[config.mk]
export PLATFORM = sky130hd
export DESIGN_NAME = cache_controller
export DESIGN_NICKNAME = d
export VERILOG_FILES = /design/src/rtl/cache_ctrl_pkg.sv /design/src/rtl/cache_controller_sat_counter.sv /design/src/rtl/cache_controller.sv
export SDC_FILE = /design/constraint.sdc
export NUM_CORES = 1
export LEC_CHECK = 0
export CORE_ASPECT_RATIO = 1.1
export CORE_MARGIN = 2
export CORE_UTILIZATION = 37
export DETAILED_ROUTE_END_ITERATION = 12
export PLACE_DENSITY = 0.84
export REMOVE_ABC_BUFFERS = 1
export SETUP_SLACK_MARGIN = 0.5
export SYNTH_ARGS = -nofsm -noshare
export SYNTH_HDL_FRONTEND = slang
export SYNTH_SLANG_ARGS = --single-unit
[constraint.sdc]
create_clock -name clk -period 2.3 [get_ports clk]
set_input_delay 0.69 -clock clk [delete_from_list [all_inputs] [get_ports clk]]
set_output_delay 0.69 -clock clk [all_outputs]
set_load 0.03 [all_outputs]
[src/rtl/cache_ctrl_pkg.sv]
// Shared types and helpers for the data-cache sequencing controller.
package cache_ctrl_pkg;

  localparam int unsigned LINE_OFFSET_BITS = 2;
  localparam int unsigned MAX_ADDR_WIDTH   = 64;
  localparam int unsigned WORD_WIDTH       = 32;

  typedef enum logic [1:0] {
    IDLE,
    WRITEBACK,
    REFILL
  } state_t;

  localparam logic [MAX_ADDR_WIDTH-1:0] OFFSET_MASK =
    MAX_ADDR_WIDTH'((64'd1 << LINE_OFFSET_BITS) - 64'd1);

  // Line-aligned address: word-in-line offset bits cleared.
  function automatic logic [MAX_ADDR_WIDTH-1:0] line_addr(input logic [MAX_ADDR_WIDTH-1:0] a);
    return a & ~OFFSET_MASK;
  endfunction

endpackage

[src/rtl/cache_controller_sat_counter.sv]
// Saturating event counter with synchronous reset and clear.
module sat_counter #(
  parameter int unsigned WIDTH = 16
) (
  input  logic             clk,
  input  logic             rst,
  input  logic             clr,
  input  logic             inc,
  output logic [WIDTH-1:0] count
);

  // Clear wins over increment; stick at all-ones.
  always_ff @(posedge clk) begin
    if (rst || clr) begin
      count <= '0;
    end else if (inc && (count != '1)) begin
      count <= count + WIDTH'(1);
    end
  end

endmodule

[src/rtl/cache_controller.sv]
// Miss sequencing for the direct-mapped write-back data cache: hit, write-back, refill.
module cache_controller
  import cache_ctrl_pkg::*;
#(
  parameter int unsigned ADDR_WIDTH = 32,
  parameter int unsigned LINE_WIDTH = 128,
  parameter int unsigned CNT_WIDTH  = 16
) (
  input  logic                  clk,
  input  logic                  rst,
  input  logic                  cpu_rd,
  input  logic                  cpu_wr,
  input  logic [ADDR_WIDTH-1:0] cpu_addr,
  output logic                  cpu_stall,
  input  logic                  cache_hit,
  input  logic                  cache_valid_idx,
  input  logic                  cache_dirty_idx,
  input  logic [ADDR_WIDTH-1:0] victim_addr,
  output logic                  cache_we,
  output logic                  cache_wr_mem,
  output logic                  cache_rd_en,
  output logic                  mem_rd,
  output logic                  mem_wr,
  output logic [ADDR_WIDTH-1:0] mem_addr,
  input  logic                  mem_ready,
  input  logic                  cnt_clr,
  output logic [CNT_WIDTH-1:0]  hit_cnt,
  output logic [CNT_WIDTH-1:0]  miss_cnt,
  output logic [CNT_WIDTH-1:0]  wb_cnt
);

  // A line must hold exactly the words addressed by the offset bits.
  if (LINE_WIDTH != (WORD_WIDTH << LINE_OFFSET_BITS)) begin : g_bad_line_width
    $error("LINE_WIDTH does not match LINE_OFFSET_BITS");
  end

  state_t state;
  state_t state_nxt;

  logic req;
  logic is_store;
  logic hit_inc;
  logic miss_inc;
  logic wb_inc;

  logic [ADDR_WIDTH-1:0] victim_line;
  logic [ADDR_WIDTH-1:0] cpu_line;

  assign req      = cpu_rd | cpu_wr;
  assign is_store = cpu_wr;

  assign victim_line = ADDR_WIDTH'(line_addr(MAX_ADDR_WIDTH'(victim_addr)));
  assign cpu_line    = ADDR_WIDTH'(line_addr(MAX_ADDR_WIDTH'(cpu_addr)));

  always_ff @(posedge clk) begin
    if (rst) begin
      state <= IDLE;
    end else begin
      state <= state_nxt;
    end
  end

  // Next state and combinational output decode.
  always_comb begin
    state_nxt    = state;
    cpu_stall    = 1'b0;
    cache_we     = 1'b0;
    cache_wr_mem = 1'b0;
    cache_rd_en  = 1'b0;
    mem_rd       = 1'b0;
    mem_wr       = 1'b0;
    mem_addr     = '0;
    hit_inc      = 1'b0;
    miss_inc     = 1'b0;
    wb_inc       = 1'b0;

    case (state)
      IDLE: begin
        if (req) begin
          if (cache_hit) begin
            hit_inc      = 1'b1;
            cache_we     = is_store;
            cache_wr_mem = is_store;
          end else begin
            cpu_stall = 1'b1;
            miss_inc  = 1'b1;
            state_nxt = (cache_valid_idx && cache_dirty_idx) ? WRITEBACK : REFILL;
          end
        end
      end

      WRITEBACK: begin
        cpu_stall   = 1'b1;
        cache_rd_en = 1'b1;
        mem_wr      = 1'b1;
        mem_addr    = victim_line;
        if (mem_ready) begin
          wb_inc    = 1'b1;
          state_nxt = REFILL;
        end
      end

      REFILL: begin
        cpu_stall = 1'b1;
        mem_rd    = 1'b1;
        mem_addr  = cpu_line;
        // Line fill lands in the ready cycle; the store word (if any) follows as a hit.
        if (mem_ready) begin
          cache_we  = 1'b1;
          state_nxt = IDLE;
        end
      end

      default: begin
        state_nxt = IDLE;
      end
    endcase
  end

  sat_counter #(.WIDTH(CNT_WIDTH)) u_hit_cnt (
    .clk  (clk),
    .rst  (rst),
    .clr  (cnt_clr),
    .inc  (hit_inc),
    .count(hit_cnt)
  );

  sat_counter #(.WIDTH(CNT_WIDTH)) u_miss_cnt (
    .clk  (clk),
    .rst  (rst),
    .clr  (cnt_clr),
    .inc  (miss_inc),
    .count(miss_cnt)
  );

  sat_counter #(.WIDTH(CNT_WIDTH)) u_wb_cnt (
    .clk  (clk),
    .rst  (rst),
    .clr  (cnt_clr),
    .inc  (wb_inc),
    .count(wb_cnt)
  );

endmodule

# ---- After elaboration in Yosys (flattened, before gate mapping)
# Cells that the tools add are included.
# W data, S select, Z words.
dict set report classes {
  n_bitwise 1
  n_eq_ne 9
  n_reduce_logical 8
  n_addsub 3
  mux 22
}
# operator count
set op_table {}
lappend op_table {{$pmux W32 S2} 1}
lappend op_table {{$add A16 B1 Y16 const B} 3}
lappend op_table {{$ne A16 B16 Y1 const B} 3}
lappend op_table {{$mux W1} 13}
lappend op_table {{$mux W2} 5}
lappend op_table {{$ne A2 B2 Y1 const B} 4}
lappend op_table {{$pmux W2 S3} 1}
lappend op_table {{$logic_and A1 B1 Y1} 4}
lappend op_table {{$pmux W1 S2} 2}
lappend op_table {{$reduce_and A4 Y1} 1}
lappend op_table {{$eq A2 B1 Y1 const B} 1}
lappend op_table {{$eq A2 B2 Y1 const B} 1}
lappend op_table {{$logic_not A2 Y1} 1}
lappend op_table {{$reduce_or A2 Y1} 1}
lappend op_table {{$logic_or A1 B1 Y1} 1}
lappend op_table {{$or A1 B1 Y1} 1}
dict set report totals {
  output_inout_bits 86
  in_bits 73
  wordCells 47
  register_bits 50
}

# ---- Logic depth before layout (Yosys ltp)
# Gate-level depths: netlist (run 1).
dict set report logic_depth {
  word_depth 5
  depth_mapped 7
  mapped_depth_nobuf 6
}

# ---- Cells and area by module
# Synthesis (run 1) repeated with hierarchy kept, for this count alone.
dict set report hier_totals {
  cells_unflattened 389
  hier_area_um2 3200.6
}
# mod instances cells_per_inst seq_area_each_um2 area_each_um2
set modules_own_cells {}
lappend modules_own_cells {sat_counter 3 95 320.3 847.1}
lappend modules_own_cells {cache_controller 1 104 40.0 659.4}

# ---- Worst setup path before layout (run 1)
# Ideal clock, no wire load.
dict set report synth_timing {
  kind {flip-flop to output port}
  start {reg state[0]}
  end {out mem_addr[10]}
  t_arrival_ps 1983
  setup_slack_ps -373
  stages_incl_launch_ff 7
  required_time_ps 1610
  path_buffers 2
  path_cell_list {dfxtp_1 -> inv_1 -> ha_1 -> clkbuf_1 -> clkbuf_1 -> a22oi_1 -> nor2b_1}
}
dict set report synth_via {
  elab_chain_cells 2
  word_cells_on_any_way 3
  classes_between {eq/ne (2); mux (1)}
}
# item line_no
set synth_rtl {}
lappend synth_rtl {{start: declaration} cache_controller.sv:37} ;# state_t state;
lappend synth_rtl {{start signal: assignment} cache_controller.sv:59} ;# state <= state_nxt;
lappend synth_rtl {{$eq A2 B2 Y1 / $eq A2 B1 Y1 (equally long branches)} cache_controller.sv:77} ;# case (state)
lappend synth_rtl {{$pmux W32 S2 (*)} cache_controller.sv:77}
lappend synth_rtl {{end: declaration} cache_controller.sv:24} ;# output logic [ADDR_WIDTH-1:0] mem_addr,
# Every way passes the cells marked *; elsewhere a longest branch is shown, timed or not.

# ---- Final worst setup path (run 1)
dict set report layout_timing {
  start {in cpu_addr[12]}
  end {out mem_addr[12]}
}
dict set report layout_via {
  elab_chain_cells 1
}
# item line_no
set layout_rtl {}
lappend layout_rtl {{start: declaration} cache_controller.sv:13} ;# input logic [ADDR_WIDTH-1:0] cpu_addr,
lappend layout_rtl {{$pmux W32 S2} cache_controller.sv:77}
# No other way between the ends.

==> results by group, run 1 <==
Run status
  – Status: finished with violations
  – Failing checks: setup timing

Detailed routing
  – Met3 wire len: 1270 um
  – DRT Pass-1 Iters: 6
  – DRC: 0
  – Routed met1 length: 5260 um
  – Post-DRT Antenna Nets: 0
  – Vias per inst: 6.02
  – Initial DRC Count: 293
  – Wirelength per Cell: 19.8 um
  – Top layer reached by signal wires: met5
  – DR vias: 4312
  – Met2 wire length: 7290 um
  – WL final: 14200 um

Setup path
  – Critical path data arrival time: 1.62 ns
  – Worst path cell trace: clkdlybuf4s50_1, a22oi_2, nor2b_1, buf_4
  – CP Data Required Time: 1.61 ns
  – Crit path largest cell delay: 0.51 ns
  – WP buf/inv: 2
  – Setup crit start: cpu_addr[12]
  – Worst reg-to-reg setup slack: 0.24 ns
  – Setup crit end kind: primary output
  – Critical Path Source Type: primary input
  – Critical-path maximum fanout: 1
  – Critical path type: primary input to primary output
  – CP max-delay cell: clkdlybuf4s50_1
  – Largest delay share family, worst path: buffers and inverters
  – Reg-to-Reg Start: state[1]

STA
  – Final setup TNS: -0.0342 ns
  – Clk_skew: 0.0101 ns
  – Final WS setup: -0.0101 ns
  – Period utilization: 100%
  – Unrepaired setup endpoints after global routing: yes
  – Final setup fails: 4
  – Worst hold slack: 0.505 ns
  – Final Hold Viols: 0
  – Crit path time final: 2.31 ns
  – Fmax: 433 MHz
  – Worst-Margin Slew: 0.907 ns
  – Slew Limit Fails: 0
  – Relative slew slack: 39.0%

Clocking
  – Max Root-Sink Buffers: 2
  – Clock slew at reported path FFs: 0.10 ns
  – Latest clock arrival within the worst-skew pair: 0.31 ns
  – Clk sink count: 50
  – H-tree level count: 2
  – CTS Buf Count: 5
  – TritonCTS clock tree: done
  – Clk root buf: clkbuf_8
  – Cts hold-fix bufs: 0

Logic synthesis
  – Register area share after synthesis: 30.7%
  – Post-synthesis simple-gate area fraction: 30.6%
  – Post-Synth XOR/XNOR Area: 0%
  – Largest family of logic cells by synthesized area: simple AND/OR/NAND/NOR gates
  – Adder-Cell Fraction of Synth Area: 3.46%
  – Avg Inst Size Synth: 7.99 um^2
  – Post-synthesis compound-gate area fraction: 28.7%
  – Async S/R FF share, synth: 0%
  – Main synth FF type: dfxtp_1
  – Syn Inst Count: 408
  – Number of synthesized register bits: 50
  – Top area cells in the synthesized netlist: dfxtp_1 31%, a22oi_1 6.9%, nor2b_1 5.8%, a21oi_1 4.8%, o31ai_1 4.4%
  – Post-synthesis mux area share: 1.57%
  – Count of cell types in the netlist: 51
  – Post-synth top area share: 30.7%
  – Post-synth EDFFs: 0
  – Ys Warns: 0
  – Leading area contributor after synthesis: dfxtp_1
  – Post-Synthesis Cell Area: 3260 um^2

Final layout
  – Layout cell share with drive strength beyond 1: 45.4%
  – Nets@finish: 684
  – Finished Cell Area: 5970 um^2
  – Fillcell total: 588
  – Area Overhead vs Synth: 83.2%
  – Area of the multi-input gates: 2580 um^2
  – Area taken by flip-flops and latches: 1040 um^2

Place
  – DP Area: 5000 um^2
  – GPL Wtd Cong: 0.911
  – DP HPWL: 8720 um
  – Setup WS pre-CTS: -0.341 ns
  – IO buf count: 152

GRT
  – Total Routing Usage GR: 25.3%
  – Initial antenna violation count: 4
  – Grt total ovfl: 0
  – Vias in the first global route: 3923
  – Pin count of the biggest net entering global routing: 32
  – First-pass GRT wire length: 19500 um

Hold path
  – Worst min-delay path class: flip-flop to flip-flop
  – Hold Startpoint: u_wb_cnt.count[0]

Power and ir drop
  – Worst vdd ir: 0.314 mV
  – Total power: 0.00254 W
  – P per Cell Area: 425 nW/um^2
  – Pleak: 2.08 nW

Floorplan
  – I/O Pins: 159
  – Die H: 102 um
  – Die W: 93.5 um
  – Cell Rows: 35
  – Initial Utilization: 38.5%
  – Die ar.: 9570 um^2
  – Core ar.: 8450 um^2

Job
  – Maxcap violations: 0
[synthesized netlist by cell type (7+ instances only)]
library cell / number
a211oi_1: 8
or4_1: 18
inv_1: 12
dfxtp_1: 50
and4_1: 8
nor3_1: 7
nor4_1: 10
or3_1: 11
clkbuf_1: 20
a21oi_1: 31
nand3_1: 18
nand4_1: 13
a22oi_1: 30
nor2b_1: 30
nand2_1: 27
ha_1: 9
o31ai_1: 19
nor2_1: 18
o21ai_0: 10
[layer usage]
layer / track usage, % / vias to the layer above
li1: - / 1989
met1: 28.4 / 2081
met2: 47.6 / 201
met3: 7.08 / 37
met4: 4.86 / 4
met5: 0 / -
[cell families (layout without fill, tap and decap cells)]
logic type,count (synthesis),after routing
AND/OR/NAND/NOR,173,173
AO/OA/AOI/OAI,132,132
buffers and inverters,38,232
flip-flops,50,50
multiplexers,5,5
adder cells (fa/ha/maj),9,9
other,1,4
[layout by cell type, fill, tap and decap left out, types with 9 or more instances in the layout]
master           instances
buf_4                   76
dfxtp_2                 24
a21oi_2                 10
nand3_1                 14
o31ai_1                 17
inv_1                   10
clkbuf_2                11
buf_6                   12
clkdlybuf4s15_2         35
nand4_1                 13
nor2_1                  14
or4_1                   11
a21oi_1                 21
nor2b_1                 26
nand2_1                 27
a22oi_2                 26
o21ai_0                  9
clkdlybuf4s50_1         55
dfxtp_1                 23
[sequential cells by signal, summed over array words and instances, names as in the netlist]
register	cells
state	2
u_hit_cnt.count	16
u_wb_cnt.count	16
u_miss_cnt.count	16
[stage by stage]
stage	utilization [%]	instances
floorplan	-	383
global placement	59.2	680
detailed placement	59.2	680
CTS	66.0	703
global route	70.6	715
finish	70.6	716
[report_power, final]
group | switching, W | total, W | internal, W
Sequential | 0.0000144 | 0.000889 | 0.000874
Clock | 0.000315 | 0.000558 | 0.000243
Combinational | 0.000526 | 0.00109 | 0.000566
Total | 0.000856 | 0.00254 | 0.00168
[final cells by class]
class | instances | share of cell area [%]
diodes | 2 | 0.0838
clock buffers | 6 | 1.38
clock inverters | 2 | 0.210
inverters | 12 | 0.880
multi-input cells | 321 | 43.2
flip-flops and latches | 50 | 17.5
well taps | 111 | 2.33
repair buffers | 212 | 34.5
[tightest hold or removal path, delay by kind of cell, from the launching register on]
family	cells	cell delay [ns]
multiplexers	1	0.05
AND/OR/NAND/NOR	1	0.06
flip-flops	1	0.36
[worst paths after layout]
| kind | end | cells after the start |
|---|---|---|
| setup / recovery | mem_addr[12] | 4 |
| hold reg to reg | u_wb_cnt.count[0] | 2 |
| hold / removal | u_wb_cnt.count[0] | 2 |
| setup reg to reg | u_hit_cnt.count[13] | 8 |
[repair_timing]
action,CTS,global route
pin swaps,6,10
buffers inserted,13,7
resized for setup,219,97
endpoints found under the setup margin,127,106
gates cloned,2,4
Note: power is estimated with default switching activity, not from simulation.
==> run 2, diff against run 1 <==
--- a/config.mk
+++ b/config.mk
@@ -7,9 +7,10 @@
 export LEC_CHECK = 0
 export CORE_ASPECT_RATIO = 1.1
 export CORE_MARGIN = 2
-export CORE_UTILIZATION = 37
+export CORE_UTILIZATION = 57
 export DETAILED_ROUTE_END_ITERATION = 12
-export PLACE_DENSITY = 0.84
+export DONT_BUFFER_PORTS = 1
+export PLACE_DENSITY = 0.82
 export REMOVE_ABC_BUFFERS = 1
 export SETUP_SLACK_MARGIN = 0.5
 export SYNTH_ARGS = -nofsm -noshare
==> results by group, run 2 (same netlist as run 1, synthesis figures left out) <==
Floorplan
  – Core ar.: 5470 um^2
  – Initial Utilization: 59.6%
  – Die ar.: 6340 um^2
  – Die W: 76.1 um
  – Die H: 83.3 um
  – Cell Rows: 28
  – I/O Pins: 159

Detailed routing
  – Post-DRT Antenna Nets: 0
  – Vias per inst: 7.83
  – DRC: 0
  – DR vias: 4439
  – Wirelength per Cell: 27.3 um
  – Initial DRC Count: 659
  – WL final: 15500 um
  – DRT Pass-1 Iters: 5

Clocking
  – Clock slew at reported path FFs: 0.10 ns
  – Clk root buf: clkbuf_8
  – TritonCTS clock tree: done
  – H-tree level count: 2
  – Max Root-Sink Buffers: 2
  – Clk sink count: 50
  – CTS Buf Count: 5
  – Latest clock arrival within the worst-skew pair: 0.32 ns
  – Cts hold-fix bufs: 0

Hold path
  – Hold depth: 1
  – Hold Startpoint: rst
  – Worst min-delay path class: primary input to flip-flop

Power and ir drop
  – Pleak: 1.69 nW
  – Psw: 0.000853 W
  – Switch share: 32.4%
  – Logic pwr share: 36.8%
  – Seq pwr share: 33.8%
  – Worst vdd ir: 0.467 mV
  – Internal power: 0.00178 W
  – Clock power frac: 29.5%
  – P per Cell Area: 519 nW/um^2

Setup path
  – CP Data Required Time: 1.61 ns
  – Setup crit end kind: primary output
  – Critical Path Source Type: flip-flop
  – Critical-path maximum fanout: 15
  – Critical path type: flip-flop to primary output
  – Reg-to-Reg Start: state[1]
  – Critical path data arrival time: 1.67 ns
  – FF-to-FF path depth: 9
  – Setup crit start: state[1]

Run status
  – Failing checks: setup timing
  – Status: finished with violations

Final layout
  – Commonest non-fill, non-tap cell in the layout: buf_4
  – Layout cell share with drive strength beyond 1: 50.8%
  – Post-layout util: 92.9%
  – ANT cells: 0
  – Most frequent cells in the layout: 65 x buf_4, 34 x dfxtp_1, 27 x a22oi_2, 27 x buf_6, 25 x nand2_1
  – Nets@finish: 573
  – Top Registers: u_hit_cnt.count x16, u_miss_cnt.count x16, u_wb_cnt.count x16
  – Area Overhead vs Synth: 55.9%

GRT
  – Grt total ovfl: 0
  – Pin count of the biggest net entering global routing: 31
  – First-pass GRT wire length: 18400 um
  – Initial antenna violation count: 0
  – Total Routing Usage GR: 35.0%
  – Vias in the first global route: 3674

STA
  – Clk_skew: 0.0134 ns
  – Crit path time final: 2.36 ns
  – Period utilization: 103%
  – Worst hold slack: 0.434 ns
  – Final WS setup: -0.0632 ns
  – Final Hold Viols: 0
  – Slew Limit Fails: 0
  – Relative slew slack: 55.0%
  – Fmax: 423 MHz
  – Worst-Margin Slew: 0.675 ns
  – Unrepaired setup endpoints after global routing: yes
  – Final setup fails: 1

Place
  – IO buf count: 0
  – GPL Wtd Cong: 0.826
  – DP HPWL: 7540 um

Job
  – Maxcap violations: 0
run 2: cell type report:
cell class / instances / area, um^2
Clock inverter: 3 / 68.8
Clock buffer: 5 / 68.8
Tap cell: 75 / 93.8
Sequential cell: 50 / 1030
Multi-Input combinational cell: 321 / 2780
Timing Repair Buffer: 101 / 985
Fill cell: 181 / 385
Inverter: 12 / 55.1
run 2: power by group through the flow:
stage,logic [W],clock network (W),registers (W)
floorplan,0.000387,0,0.000906
global placement,0.000556,0,0.000901
detailed placement,0.000573,0,0.000902
CTS,0.000755,0.000759,0.000890
global route,0.00100,0.000801,0.000892
finish,0.000969,0.000776,0.000891
run 2: final timing paths:
kind / end / slack, ns
max reg2reg: u_hit_cnt.count[11] / 0.10
min reg2reg: state[1] / 0.59
min: state[0] / 0.43
max: mem_addr[19] / -0.06
run 2: through the flow:
step	total power (W)	std cells	setup TNS, ns	setup WS [ns]	instance area (um^2)
after floorplan	0.00129	383	-20.93	-0.639	3150
final	0.00264	567	-0.0632	-0.0632	5080
after CTS	0.00240	557	0	0.0695	4510
after global routing	0.00270	567	-0.425	-0.109	5080
after global placement	0.00146	535	0	0.155	3840
after detailed placement	0.00147	535	0	0.0701	3840
run 2: layer usage:
layer / track usage (%) / vias to the layer above / part of all wire (%)
li1: - / 1759 / -
met1: 37.4 / 2033 / 32
met2: 65.7 / 492 / 46
met3: 7.50 / 155 / 12
met4: 15.4 / 0 / 10
met5: 0 / - / 0
run 2: worst max-delay path, cell delays in order, from the launching register on:
cell and delay, ns:
dfxtp_4 0.41, inv_6 0.06, ha_4 0.30, buf_12 0.14, nor2b_2 0.28, buf_6 0.18
run 2: timing repair:
item                                    4_1_cts  5_1_grt
cloned                                        1        2
pin swaps                                    24       27
setup buffers                                13        8
endpoints found under the setup margin       70       77
resized for setup                            92      109
